File: src/rtl/reservation_station_pkg.sv
// Shared widths, tag constants and entry state encoding for the reservation station.
`default_nettype none

package reservation_station_pkg;
  localparam int DATA_W = 32;
  localparam int TAG_W  = 4;
  localparam int OP_W   = 4;
  localparam logic [TAG_W-1:0] NO_TAG = 4'd0;

  typedef enum logic [1:0] {
    ST_FREE      = 2'd0,
    ST_WAITING   = 2'd1,
    ST_READY     = 2'd2,
    ST_EXECUTING = 2'd3
  } entry_state_t;
endpackage

`default_nettype wire

File: src/rtl/rs_entry.sv
// One reservation-station slot: holds an operation and its operands until
// both are valid, then tracks it through execution until its tag is broadcast.
`default_nettype none

module rs_entry
  import reservation_station_pkg::*;
(
  input  logic              clk,
  input  logic              rst,
  input  logic [TAG_W-1:0]  my_tag,
  input  logic              alloc,
  input  logic              dispatch,
  input  logic [OP_W-1:0]   issue_op,
  input  logic [DATA_W-1:0] issue_vj,
  input  logic [DATA_W-1:0] issue_vk,
  input  logic [TAG_W-1:0]  issue_qj,
  input  logic [TAG_W-1:0]  issue_qk,
  input  logic              cdb_en,
  input  logic [DATA_W-1:0] cdb_data,
  input  logic [TAG_W-1:0]  cdb_label,
  output entry_state_t      state,
  output logic [OP_W-1:0]   op,
  output logic [DATA_W-1:0] vj,
  output logic [DATA_W-1:0] vk
);

  entry_state_t      state_nx;
  logic [OP_W-1:0]   op_nx;
  logic [DATA_W-1:0] vj_nx, vk_nx;
  logic [TAG_W-1:0]  qj, qk, qj_nx, qk_nx;
  logic              hit_j, hit_k;

  assign hit_j = cdb_en && (qj != NO_TAG) && (qj == cdb_label);
  assign hit_k = cdb_en && (qk != NO_TAG) && (qk == cdb_label);

  always_comb begin
    state_nx = state;
    op_nx    = op;
    vj_nx    = vj;
    vk_nx    = vk;
    qj_nx    = qj;
    qk_nx    = qk;
    case (state)
      ST_FREE: begin
        if (alloc) begin
          op_nx    = issue_op;
          vj_nx    = issue_vj;
          vk_nx    = issue_vk;
          qj_nx    = issue_qj;
          qk_nx    = issue_qk;
          state_nx = (issue_qj == NO_TAG && issue_qk == NO_TAG) ? ST_READY : ST_WAITING;
        end
      end
      ST_WAITING: begin
        if (hit_j) begin
          vj_nx = cdb_data;
          qj_nx = NO_TAG;
        end
        if (hit_k) begin
          vk_nx = cdb_data;
          qk_nx = NO_TAG;
        end
        if (qj_nx == NO_TAG && qk_nx == NO_TAG) state_nx = ST_READY;
      end
      ST_READY: begin
        if (dispatch) state_nx = ST_EXECUTING;
      end
      ST_EXECUTING: begin
        // Our own result on the CDB means the functional unit is done with us.
        if (cdb_en && cdb_label == my_tag) state_nx = ST_FREE;
      end
      default: state_nx = ST_FREE;
    endcase
  end

  always_ff @(posedge clk) begin
    if (rst) begin
      state <= ST_FREE;
      op    <= '0;
      vj    <= '0;
      vk    <= '0;
      qj    <= NO_TAG;
      qk    <= NO_TAG;
    end else begin
      state <= state_nx;
      op    <= op_nx;
      vj    <= vj_nx;
      vk    <= vk_nx;
      qj    <= qj_nx;
      qk    <= qk_nx;
    end
  end

endmodule

`default_nettype wire

File: src/rtl/reservation_station.sv
// Reservation station: lowest-index allocation of FREE entries, issue-time CDB
// bypass, and lowest-index dispatch of READY entries to one functional unit.
`default_nettype none

module reservation_station
  import reservation_station_pkg::*;
#(
  parameter int         N_ENTRIES  = 3,
  parameter logic [3:0] BASE_LABEL = 4'd1
) (
  input  logic        clk,
  input  logic        rst,
  input  logic        issueEN,
  input  logic [3:0]  issueOp,
  input  logic [31:0] issueVj,
  input  logic [31:0] issueVk,
  input  logic [3:0]  issueQj,
  input  logic [3:0]  issueQk,
  output logic        full,
  input  logic        cdbEN,
  input  logic [31:0] cdbData,
  input  logic [3:0]  cdbLabel,
  input  logic        fuReady,
  output logic        dispatchEN,
  output logic [3:0]  dispatchOp,
  output logic [31:0] dispatchA,
  output logic [31:0] dispatchB,
  output logic [3:0]  dispatchLabel
);

  entry_state_t          ent_state [N_ENTRIES];
  logic [OP_W-1:0]       ent_op    [N_ENTRIES];
  logic [DATA_W-1:0]     ent_vj    [N_ENTRIES];
  logic [DATA_W-1:0]     ent_vk    [N_ENTRIES];
  logic [N_ENTRIES-1:0]  alloc_sel, disp_sel;
  logic                  any_free, any_ready;
  logic                  byp_j, byp_k;
  logic [DATA_W-1:0]     eff_vj, eff_vk;
  logic [TAG_W-1:0]      eff_qj, eff_qk;

  // A producer broadcasting in the issue cycle would otherwise be missed forever.
  assign byp_j  = cdbEN && (issueQj != NO_TAG) && (issueQj == cdbLabel);
  assign byp_k  = cdbEN && (issueQk != NO_TAG) && (issueQk == cdbLabel);
  assign eff_vj = byp_j ? cdbData : issueVj;
  assign eff_vk = byp_k ? cdbData : issueVk;
  assign eff_qj = byp_j ? NO_TAG : issueQj;
  assign eff_qk = byp_k ? NO_TAG : issueQk;

  always_comb begin
    alloc_sel = '0;
    any_free  = 1'b0;
    for (int i = 0; i < N_ENTRIES; i++) begin
      if (!any_free && ent_state[i] == ST_FREE) begin
        any_free     = 1'b1;
        alloc_sel[i] = issueEN;
      end
    end
  end

  assign full = !any_free;

  always_comb begin
    disp_sel      = '0;
    any_ready     = 1'b0;
    dispatchOp    = '0;
    dispatchA     = '0;
    dispatchB     = '0;
    dispatchLabel = '0;
    for (int i = 0; i < N_ENTRIES; i++) begin
      if (!any_ready && ent_state[i] == ST_READY) begin
        any_ready = 1'b1;
        if (fuReady) begin
          disp_sel[i]   = 1'b1;
          dispatchOp    = ent_op[i];
          dispatchA     = ent_vj[i];
          dispatchB     = ent_vk[i];
          dispatchLabel = BASE_LABEL + 4'(i);
        end
      end
    end
  end

  assign dispatchEN = fuReady && any_ready;

  for (genvar g = 0; g < N_ENTRIES; g++) begin : g_entry
    rs_entry u_entry (
      .clk       (clk),
      .rst       (rst),
      .my_tag    (BASE_LABEL + 4'(g)),
      .alloc     (alloc_sel[g]),
      .dispatch  (disp_sel[g]),
      .issue_op  (issueOp),
      .issue_vj  (eff_vj),
      .issue_vk  (eff_vk),
      .issue_qj  (eff_qj),
      .issue_qk  (eff_qk),
      .cdb_en    (cdbEN),
      .cdb_data  (cdbData),
      .cdb_label (cdbLabel),
      .state     (ent_state[g]),
      .op        (ent_op[g]),
      .vj        (ent_vj[g]),
      .vk        (ent_vk[g])
    );
  end

endmodule

`default_nettype wire

File: config.mk
export PLATFORM = sky130hd
export DESIGN_NAME = reservation_station
export DESIGN_NICKNAME = d
export VERILOG_FILES = /design/src/rtl/reservation_station_pkg.sv /design/src/rtl/rs_entry.sv /design/src/rtl/reservation_station.sv
export SDC_FILE = /design/constraint.sdc
export NUM_CORES = 1
export LEC_CHECK = 0
export ABC_AREA = 1
export ABC_CLOCK_PERIOD_IN_PS = 3500
export CORE_MARGIN = 2
export CORE_UTILIZATION = 40
export CTS_CLUSTER_DIAMETER = 40
export DETAILED_ROUTE_END_ITERATION = 16
export PLACE_DENSITY = 0.63
export SYNTH_ARGS = -nofsm -noshare
export SYNTH_HDL_FRONTEND = slang
export SYNTH_SLANG_ARGS = --single-unit
File: constraint.sdc
create_clock -name clk -period 3.5 [get_ports clk]
set_input_delay 0.7 -clock clk [delete_from_list [all_inputs] [get_ports clk]]
set_output_delay 0.7 -clock clk [all_outputs]
set_load 0.05 [all_outputs]
# Word-level counts from Yosys, hierarchy flattened
# Index checks and enable logic that the tools add are counted.
dict set report totals {
  regBits 234
  output_inout_bits 74
  elab_cells 225
}
dict set report classes {
  n_eq_ne 38
  muxes 99
  reduce_logical 70
}
# cell n
set op_table {}
lappend op_table {{$mux W32} 26}
lappend op_table {{$pmux W32 S2} 6}
lappend op_table {{$mux W4} 30}
lappend op_table {{$pmux W4 S2} 6}
lappend op_table {{$ne A2 B1 Y1 const B} 18}
lappend op_table {{$eq A4 B4 Y1} 8}
lappend op_table {{$logic_not A4 Y1} 8}
lappend op_table {{$reduce_bool A4 Y1} 8}
lappend op_table {{$logic_and A1 B1 Y1} 28}
lappend op_table {{$mux W2} 13}
lappend op_table {{$pmux W2 S4} 3}
lappend op_table {{$reduce_and A3 Y1} 6}
lappend op_table {{$mux W1} 15}
lappend op_table {{$eq A2 B2 Y1 const B} 6}
lappend op_table {{$reduce_and A2 Y1} 6}
lappend op_table {{$reduce_and A4 Y1} 3}
lappend op_table {{$eq A4 B2 Y1 const B} 2}
lappend op_table {{$eq A2 B1 Y1 const B} 3}
lappend op_table {{$logic_not A2 Y1} 3}
lappend op_table {{$reduce_bool A2 Y1} 3}
lappend op_table {{$logic_not A1 Y1} 5}
lappend op_table {{$eq A4 B1 Y1 const B} 1}

# Longest topological paths before layout
# Gate-level depths: netlist of run 1.
dict set report logic_depth {
  depth_word 10
  ltp_mapped 13
}

# Modules after synthesis
# A second synthesis of run 1 with hierarchy kept.
dict set report hier_totals {
  hier_cells 2032
  hier_area_um2 13386.6
}
# module instances cells_per_inst area_each_um2 seq_area_each_um2
set by_module_without_submodules {}
lappend by_module_without_submodules {rs_entry 3 473 3535.9 1561.5}
lappend by_module_without_submodules {reservation_station 1 613 2778.9 0.0}

# Least setup slack after synthesis of run 1
# OpenSTA, ideal clock, no wires.
dict set report synth_path {
  path_type {reg-to-output}
  startpoint {register g_entry[0].u_entry.state[0]}
  endpoint {output dispatchA[24]}
  arrival_time_ps 2415
  path_slack_ps 385
  stages_incl_launch_ff 9
  n_path_buf 3
  cell_sequence {dfxtp_1 inv_1 ha_1 buf_2 nor2_1 nand2_1 buf_2 clkbuf_1 o21ai_0}
}
dict set report synth_via {
  elab_chain_len 8
  word_cells_on_any_way 12
  classes_between {eq/ne (1); mux (7); reduce/logical (4)}
}
# element line_no
set synth_rtl {}
lappend synth_rtl {{from (decl)} rs_entry.sv:21} ;# output entry_state_t state,
lappend synth_rtl {{from (signal assigned)} rs_entry.sv:85} ;# state <= state_nx;
lappend synth_rtl {{$eq A2 B2 Y1 (*)} reservation_station.sv:70} ;# if (!any_ready && ent_state[i] == ST_READY) begin
lappend synth_rtl {{$mux W1} reservation_station.sv:70}
lappend synth_rtl {{$logic_not A1 Y1} reservation_station.sv:70}
lappend synth_rtl {{$logic_and A1 B1 Y1} reservation_station.sv:70}
lappend synth_rtl {{$mux W1} reservation_station.sv:70}
lappend synth_rtl {{$logic_not A1 Y1} reservation_station.sv:70}
lappend synth_rtl {{$logic_and A1 B1 Y1} reservation_station.sv:70}
lappend synth_rtl {{$mux W32 (*)} reservation_station.sv:70}
lappend synth_rtl {{to (decl)} reservation_station.sv:26} ;# output logic [31:0] dispatchA,
# Every way passes the cells marked *; elsewhere a longest branch is shown, timed or not.

# Worst setup path in the final report of run 1
dict set report layout_path {
  startpoint {register g_entry[0].u_entry.state[0]}
  endpoint {output dispatchB[0]}
}
dict set report layout_via {
  elab_chain_len 8
  word_cells_on_any_way 12
  classes_between {eq/ne (1); mux (7); reduce/logical (4)}
}
# element line_no
set layout_rtl {}
lappend layout_rtl {{$eq A2 B2 Y1 (*)} reservation_station.sv:70}
lappend layout_rtl {{$mux W1} reservation_station.sv:70}
lappend layout_rtl {{$logic_not A1 Y1} reservation_station.sv:70}
lappend layout_rtl {{$logic_and A1 B1 Y1} reservation_station.sv:70}
lappend layout_rtl {{$mux W1} reservation_station.sv:70}
lappend layout_rtl {{$logic_not A1 Y1} reservation_station.sv:70}
lappend layout_rtl {{$logic_and A1 B1 Y1} reservation_station.sv:70}
lappend layout_rtl {{$mux W32 (*)} reservation_station.sv:70}
lappend layout_rtl {{to (decl)} reservation_station.sv:27} ;# output logic [31:0] dispatchB,
# Marked as above.

==> flow_metrics.py, run 1 <==
metrics = {
    "clock_network": {
        "cts_tree": "done",
        "clock_latency_ns": 0.52,
        "numCtsBuffers": 40,
        "cts_root_buf": "clkbuf_16",
        "clkSlewWorstSetupHoldPaths_ns": 0.05,
        "ctsHtreeMaxLevel": 2,
        "postCtsSetupRepairBufs": 0,
        "hold_buffers": 0,
        "cts_buffer_depth": 3,
        "numClockSinks": 234,
    },
    "synthesis": {
        "synth_top_area_share_pct": 36.1,
        "synth_ff_type": "dfxtp_1",
        "netlist_area_um2": 13000,
        "post-synth-top-area-cell": "dfxtp_1",
        "yosysSeqAreaShare_pct": 36.1,
        "ys_async_sr_fraction_pct": 0,
        "synth_edf_count": 0,
        "syn_inst": 1872,
        "syn_area_per_cell_um2": 6.94,
        "ys_types": 38,
        "ys_warn_count": 0,
        "synth.area.top_cells": "dfxtp_1, nand2_1, a31oi_1",
        "synth_seq_cells": 234,
    },
    "worst_setup_path": {
        "cp_num_buf_inv": 3,
        "worstPathRequired_ns": 2.80,
        "cp_top_family": "buffers and inverters",
        "worstPathCellList": "inv_1, ha_2, buf_4, a32oi_1, o21ai_0, buf_12",
        "worstSetupPathType": "register to output pin",
        "worstPathArrival_ns": 2.68,
        "endpoint_kind": "output pin",
        "slowest_delay_ns": 0.71,
        "startpoint_type": "register",
        "worstPathMaxFanout": 71,
        "cp_slowest_cell": "buf_4",
        "reg2reg_slack_ns": 1.10,
    },
    "die": {
        "io-pin-count": 191,
        "start_util_pct": 40.9,
        "core_um2": 31800,
        "fp-row-count": 65,
        "die_x_um": 184,
        "die_h_um": 184,
        "dieArea_um2": 33900,
    },
    "sta": {
        "min_period_ns": 3.38,
        "tns_ns": 0,
        "relSlewSlack_pct": 35.3,
        "finalMaxSlewViolations": 0,
        "timing.fmax_ghz": 0.296,
        "grt_setup_unrepaired": "false",
        "setup_viol": 0,
        "worst_slew_pin_slew_ns": 0.971,
        "hold_violations": 0,
        "skew_ns": 0.0223,
        "timing.final.crit_share_pct": 96.6,
    },
    "global_route": {
        "grt_max_degree": 115,
        "grt_usage_pct": 26.5,
        "grt_first_pass_wirelength_um": 72100,
        "grt_pass1_vias": 13300,
        "grt_remaining_overflow": 0,
        "grt_antenna_before_repair": 0,
    },
    "power": {
        "leakage_nw": 7.06,
        "peakVddDrop_mv": 0.534,
        "p_per_area_nw_per_um2": 906,
        "p_clk_share_pct": 26.6,
        "p_int_mw": 8.88,
        "swShare_pct": 43.3,
        "switchingPower_mw": 6.79,
        "seq_power_share_pct": 27.8,
        "comb_power_share_pct": 45.6,
    },
    "final_layout": {
        "final_cell_area_um2": 17300,
        "area_delta_synth_final_pct": 33.2,
        "antennaDiodeCount": 0,
        "fin_cells": 2448,
        "drive_gt1_share_pct": 13.6,
        "final_nets": 2112,
    },
    "detailed_routing": {
        "drtPass1Iterations": 6,
        "ant_nets": 0,
        "via_per_inst": 5.80,
        "drc": 0,
        "dr_total_vias": 14200,
        "wl_um": 45600,
        "wl_per_cell_um": 18.6,
        "drtIter0Drc": 1373,
    },
    "outcome": {
        "status": "finished, final reports clean",
    },
    "placement": {
        "gp_congestion": 0.955,
        "hpwl_um": 28000,
        "post_dp_cell_area_um2": 15900,
        "io_buffers": 188,
        "dp.cells": 2375,
    },
    "flow_run": {
        "drv_cap": 0,
    },
    "worst_hold_path": {
        "hold_class": "register to register",
    },
}
## layout by cell type, fill, tap and decap left out, types with 2 or more instances in the layout
cell	count
a21oi_1	16
a21oi_4	7
a31oi_1	192
a32oi_1	68
buf_12	86
buf_4	24
bufinv_16	7
clkbuf_1	3
clkbuf_16	40
clkbuf_8	6
clkdlybuf4s50_1	116
clkinv_2	4
clkinv_4	4
clkinvlp_4	3
conb_1	2
dfxtp_1	234
ha_1	9
ha_2	4
inv_1	98
inv_2	11
inv_4	3
inv_6	5
nand2_1	574
nand3_1	30
nand3_2	2
nand3_4	4
nand4_1	4
nor2_1	52
nor2_2	5
o211ai_1	23
o21ai_0	184
o21ai_1	122
o21ai_2	53
o221ai_1	2
o41ai_1	5
## Yosys cell counts (9+ instances only)
cell type  count
o211ai_1      23
o21ai_2       53
dfxtp_1      234
a21oi_1       16
a32oi_1       68
ha_1          13
nand3_1       30
buf_1         11
inv_2          9
clkbuf_1      85
a31oi_1      192
buf_6         11
inv_1        100
nor2_1        52
o21ai_0      184
nand2_1      575
buf_2         37
o21ai_1      122
buf_4         15
## layout make-up
class	instances	area (um^2)
clock buffers	49	1090
well taps	435	544
fillers	2984	14500
flip-flops and latches	234	4680
inverters	112	428
multi-input cells	1368	7140
repair buffers	226	3060
clock inverters	24	348
## flip-flops by register name, indices dropped and copies added, names as in the netlist
signal / count
g_entry.u_entry.vj: 96
g_entry.u_entry.vk: 96
g_entry.u_entry.op: 12
g_entry.u_entry.qj: 12
g_entry.u_entry.qk: 12
g_entry.u_entry.state: 6
## logic make-up (layout without fill, tap and decap cells)
kind of cell	count (synthesis)	after routing	share of synthesized area [%]
compound gates	675	675	32.6
xor+xnor	1	1	0.0674
fa+ha+maj	13	13	1.25
buf+inv	271	411	9.27
flops	234	234	36.1
other cells	1	2	0.0289
simple gates	677	677	20.8
## power groups by stage
stage	Sequential, mW	Clock, mW	Combinational, mW
floorplan	4.21	0	4.80
global placement	4.34	0	6.92
detailed placement	4.37	0	7.04
CTS	4.34	4.23	7.07
global route	4.47	4.35	7.78
finish	4.36	4.17	7.14
## path summary, 6_finish.rpt
path | end | startpoint | depth (start not counted)
setup / recovery | dispatchB[0] | g_entry[0].u_entry.state[0] | 6
hold / removal | g_entry[2].u_entry.op[1] | g_entry[2].u_entry.op[1] | 2
setup reg to reg | g_entry[2].u_entry.vk[3] | g_entry[0].u_entry.state[1] | 10
hold reg to reg | g_entry[2].u_entry.op[1] | g_entry[2].u_entry.op[1] | 2
## timing repair
| action | in CTS | in global routing |
|---|---|---|
| setup endpoints to repair | 0 | 1 |
| hold endpoints to repair | 0 | 0 |
| resized for setup | 0 | 2 |
## metal layers
metal | global-route usage (%) | wire length (um) | vias to the layer above
li1 | - | - | 6786
met1 | 35.9 | 19600 | 6603
met2 | 43.0 | 20800 | 704
met3 | 4.39 | 4030 | 106
met4 | 8.54 | 1220 | 0
met5 | 0 | 0 | -
## metrics by stage
stage	utilization (%)	hold WS, ns	setup slack, ns	total power, mW
after global routing	54.4	0.502	0.0274	16.6
final	54.4	0.486	0.119	15.7
after detailed placement	49.9	0.475	0.487	11.4
after floorplan	-	0.449	0.385	9.01
after global placement	49.9	0.465	0.576	11.3
after CTS	54.4	0.488	0.0785	15.6
## worst reg2reg max path: stages, from the launching register on
cell,delay [ns]
dfxtp_1,0.41
inv_1,0.09
ha_1,0.29
inv_2,0.20
nand4_4,0.25
o21ai_2,0.18
inv_2,0.10
a21oi_4,0.14
buf_12,0.30
o21ai_0,0.19
a31oi_1,0.16
No activity file was read; power rests on OpenSTA's default activity.
==> run 2, diff against run 1 <==
ABC_CLOCK_PERIOD_IN_PS = 2850   (was 3500)
PLACE_DENSITY = not set   (was 0.63)
PLACE_DENSITY_LB_ADDON = 0.1   (was not set)
SETUP_SLACK_MARGIN = 0.3   (was not set)
clock period = 2.85 ns   (was 3.5 ns; I/O delays follow)
==> run 2 against run 1 <==
Against the previous run: wire length increased by 12%; critical path type unchanged; count of clock-buffer cells in the layout increased by 5; via count rose by 1.9%; cell count up 1.8%; flip-flop and latch count stayed put; clock skew shrank 0.0080 ns; sequential power increased by 27%; largest power group unchanged; utilization grew 5.0 points.
==> flow_metrics.py, run 2 (same netlist as run 1, synthesis figures left out) <==
metrics = {
    "outcome": {
        "status": "finished, final reports clean",
    },
    "global_route": {
        "grt_usage_pct": 28.9,
        "grt_remaining_overflow": 0,
        "grt_max_degree": 65,
        "grt_first_pass_wirelength_um": 78000,
        "grt_antenna_before_repair": 1,
        "grt_pass1_vias": 14000,
    },
    "detailed_routing": {
        "drtIter0Drc": 1335,
        "wl_per_cell_um": 20.5,
        "wl_met2_um": 23300,
        "drc": 0,
        "via_per_inst": 5.80,
        "drtPass1Iterations": 7,
        "wl_met3_um": 4330,
        "wl_um": 51100,
        "ant_nets": 0,
        "wl_met1_um": 22100,
        "dr_total_vias": 14500,
        "top_layer_used": "met4",
    },
    "worst_setup_path": {
        "worstPathCellList": "inv_2, ha_4, nor2_2, nand2_4, buf_16, o21ai_2, buf_12",
        "worstSetupPathType": "register to output pin",
        "worstPathRequired_ns": 2.28,
        "worstPathMaxFanout": 25,
        "worstPathArrival_ns": 2.13,
        "slowest_delay_ns": 0.33,
        "startpoint_type": "register",
        "cp_slowest_cell": "dfxtp_2",
        "endpoint_kind": "output pin",
    },
    "sta": {
        "finalMaxSlewViolations": 0,
        "worst_slew_pin_slew_ns": 0.885,
        "min_period_ns": 2.70,
        "timing.final.crit_share_pct": 94.6,
        "timing.fmax_ghz": 0.371,
        "relSlewSlack_pct": 41.0,
        "setup_viol": 0,
        "skew_ns": 0.0143,
        "hold_violations": 0,
        "tns_ns": 0,
        "grt_setup_unrepaired": "true",
    },
    "placement": {
        "gp_congestion": 0.908,
        "io_buffers": 188,
        "post_dp_cell_area_um2": 16100,
        "hpwl_um": 29000,
    },
    "power": {
        "leakage_nw": 7.79,
        "p_per_area_nw_per_um2": 1100,
        "peakVddDrop_mv": 0.662,
    },
    "final_layout": {
        "multiInputGateArea_um2": 8010,
        "fillCellCount": 2820,
        "final_cell_area_um2": 18900,
        "final_common_cell": "nand2_1",
        "regArea_um2": 4690,
        "area_delta_synth_final_pct": 45.3,
        "largest_registers": "g_entry.u_entry.vj x96, g_entry.u_entry.vk x96",
        "layout_common_cells": "nand2_1, dfxtp_1, a31oi_1",
        "final_nets": 2155,
        "drive_gt1_share_pct": 21.7,
    },
    "clock_network": {
        "ctsHtreeMaxLevel": 2,
        "cts_tree": "done",
        "clkSlewWorstSetupHoldPaths_ns": 0.05,
        "numCtsBuffers": 40,
        "clock_latency_ns": 0.52,
        "cts_buffer_depth": 3,
        "cts_root_buf": "clkbuf_16",
        "numClockSinks": 234,
        "hold_buffers": 0,
    },
    "flow_run": {
        "drv_cap": 0,
    },
    "die": {
        "die_x_um": 184,
        "io-pin-count": 191,
        "die_h_um": 184,
        "core_um2": 31800,
        "fp-row-count": 65,
        "dieArea_um2": 33900,
        "start_util_pct": 40.9,
    },
    "worst_hold_path": {
        "hold_class": "register to register",
    },
}
## run 2: cell types whose count changed in the layout (fill, tap and decap cells not counted), sizes merged
cell and change:
clkdlybuf4s50 -1, buf +36, bufinv -2, clkinvlp -2, inv -1, diode +1
clkbuf +13
## run 2: worst paths after layout
path,startpoint,end,slack [ns],depth (start not counted)
setup / recovery,g_entry[0].u_entry.state[0],dispatchB[31],0.15,7
hold reg to reg,g_entry[2].u_entry.qj[1],g_entry[2].u_entry.qj[1],0.48,2
setup reg to reg,g_entry[0].u_entry.state[0],g_entry[2].u_entry.vk[3],0.61,11
hold / removal,g_entry[2].u_entry.qj[1],g_entry[2].u_entry.qj[1],0.48,2
## run 2: critical path, delay by kind of cell (launching register included)
family                     cells  cell delay, ns
buffers and inverters          3            0.45
AOI/OAI and AO/OA              1            0.30
and+or+nand+nor                2            0.31
DFF                            1            0.33
adders and majority gates      1            0.17
## run 2: layer usage
| layer | up-vias | track usage, % |
|---|---|---|
| met5 | - | 0 |
| met4 | 0 | 9.44 |
| met3 | 89 | 4.23 |
| met2 | 708 | 47.7 |
| met1 | 6766 | 38.9 |
| li1 | 6899 | - |
## run 2: per-stage QoR
stage | cells | setup slack (ns) | hold WS, ns | power [mW] | util (%)
finish | 2492 | 0.153 | 0.483 | 20.8 | 59.4
global route | 2492 | 0.0864 | 0.515 | 21.9 | 59.4
CTS | 2481 | 0.114 | 0.482 | 20.1 | 57.7
detailed placement | 2389 | 0.220 | 0.471 | 14.2 | 50.5
global placement | 2389 | 0.271 | 0.464 | 14.1 | 50.5
floorplan | 1873 | 0.00192 | 0.449 | 11.1 | -
## run 2: area by class of cell
type	count	share of cell area [%]
flip-flops and latches	234	24.8
multi-input cells	1368	42.4
clock buffers	54	6.06
inverters	112	2.29
repair buffers	269	20.2
diodes	1	0.0133
clock inverters	19	1.32
well taps	435	2.88
## run 2: power by group
part	internal, mW	leakage, nW	switching (mW)	total (mW)
Sequential	4.61	1.92	0.906	5.52
Clock	3.28	0.687	1.73	5.01
Combinational	3.61	5.19	6.65	10.3
Total	11.5	7.79	9.29	20.8
## run 2: timing repair
item | 4_1_cts | 5_1_grt
endpoints found under the setup margin | 70 | 70
resized for setup | 138 | 51
gates cloned | 8 | 8
pin swaps | 8 | 11
setup buffers | 11 | 2
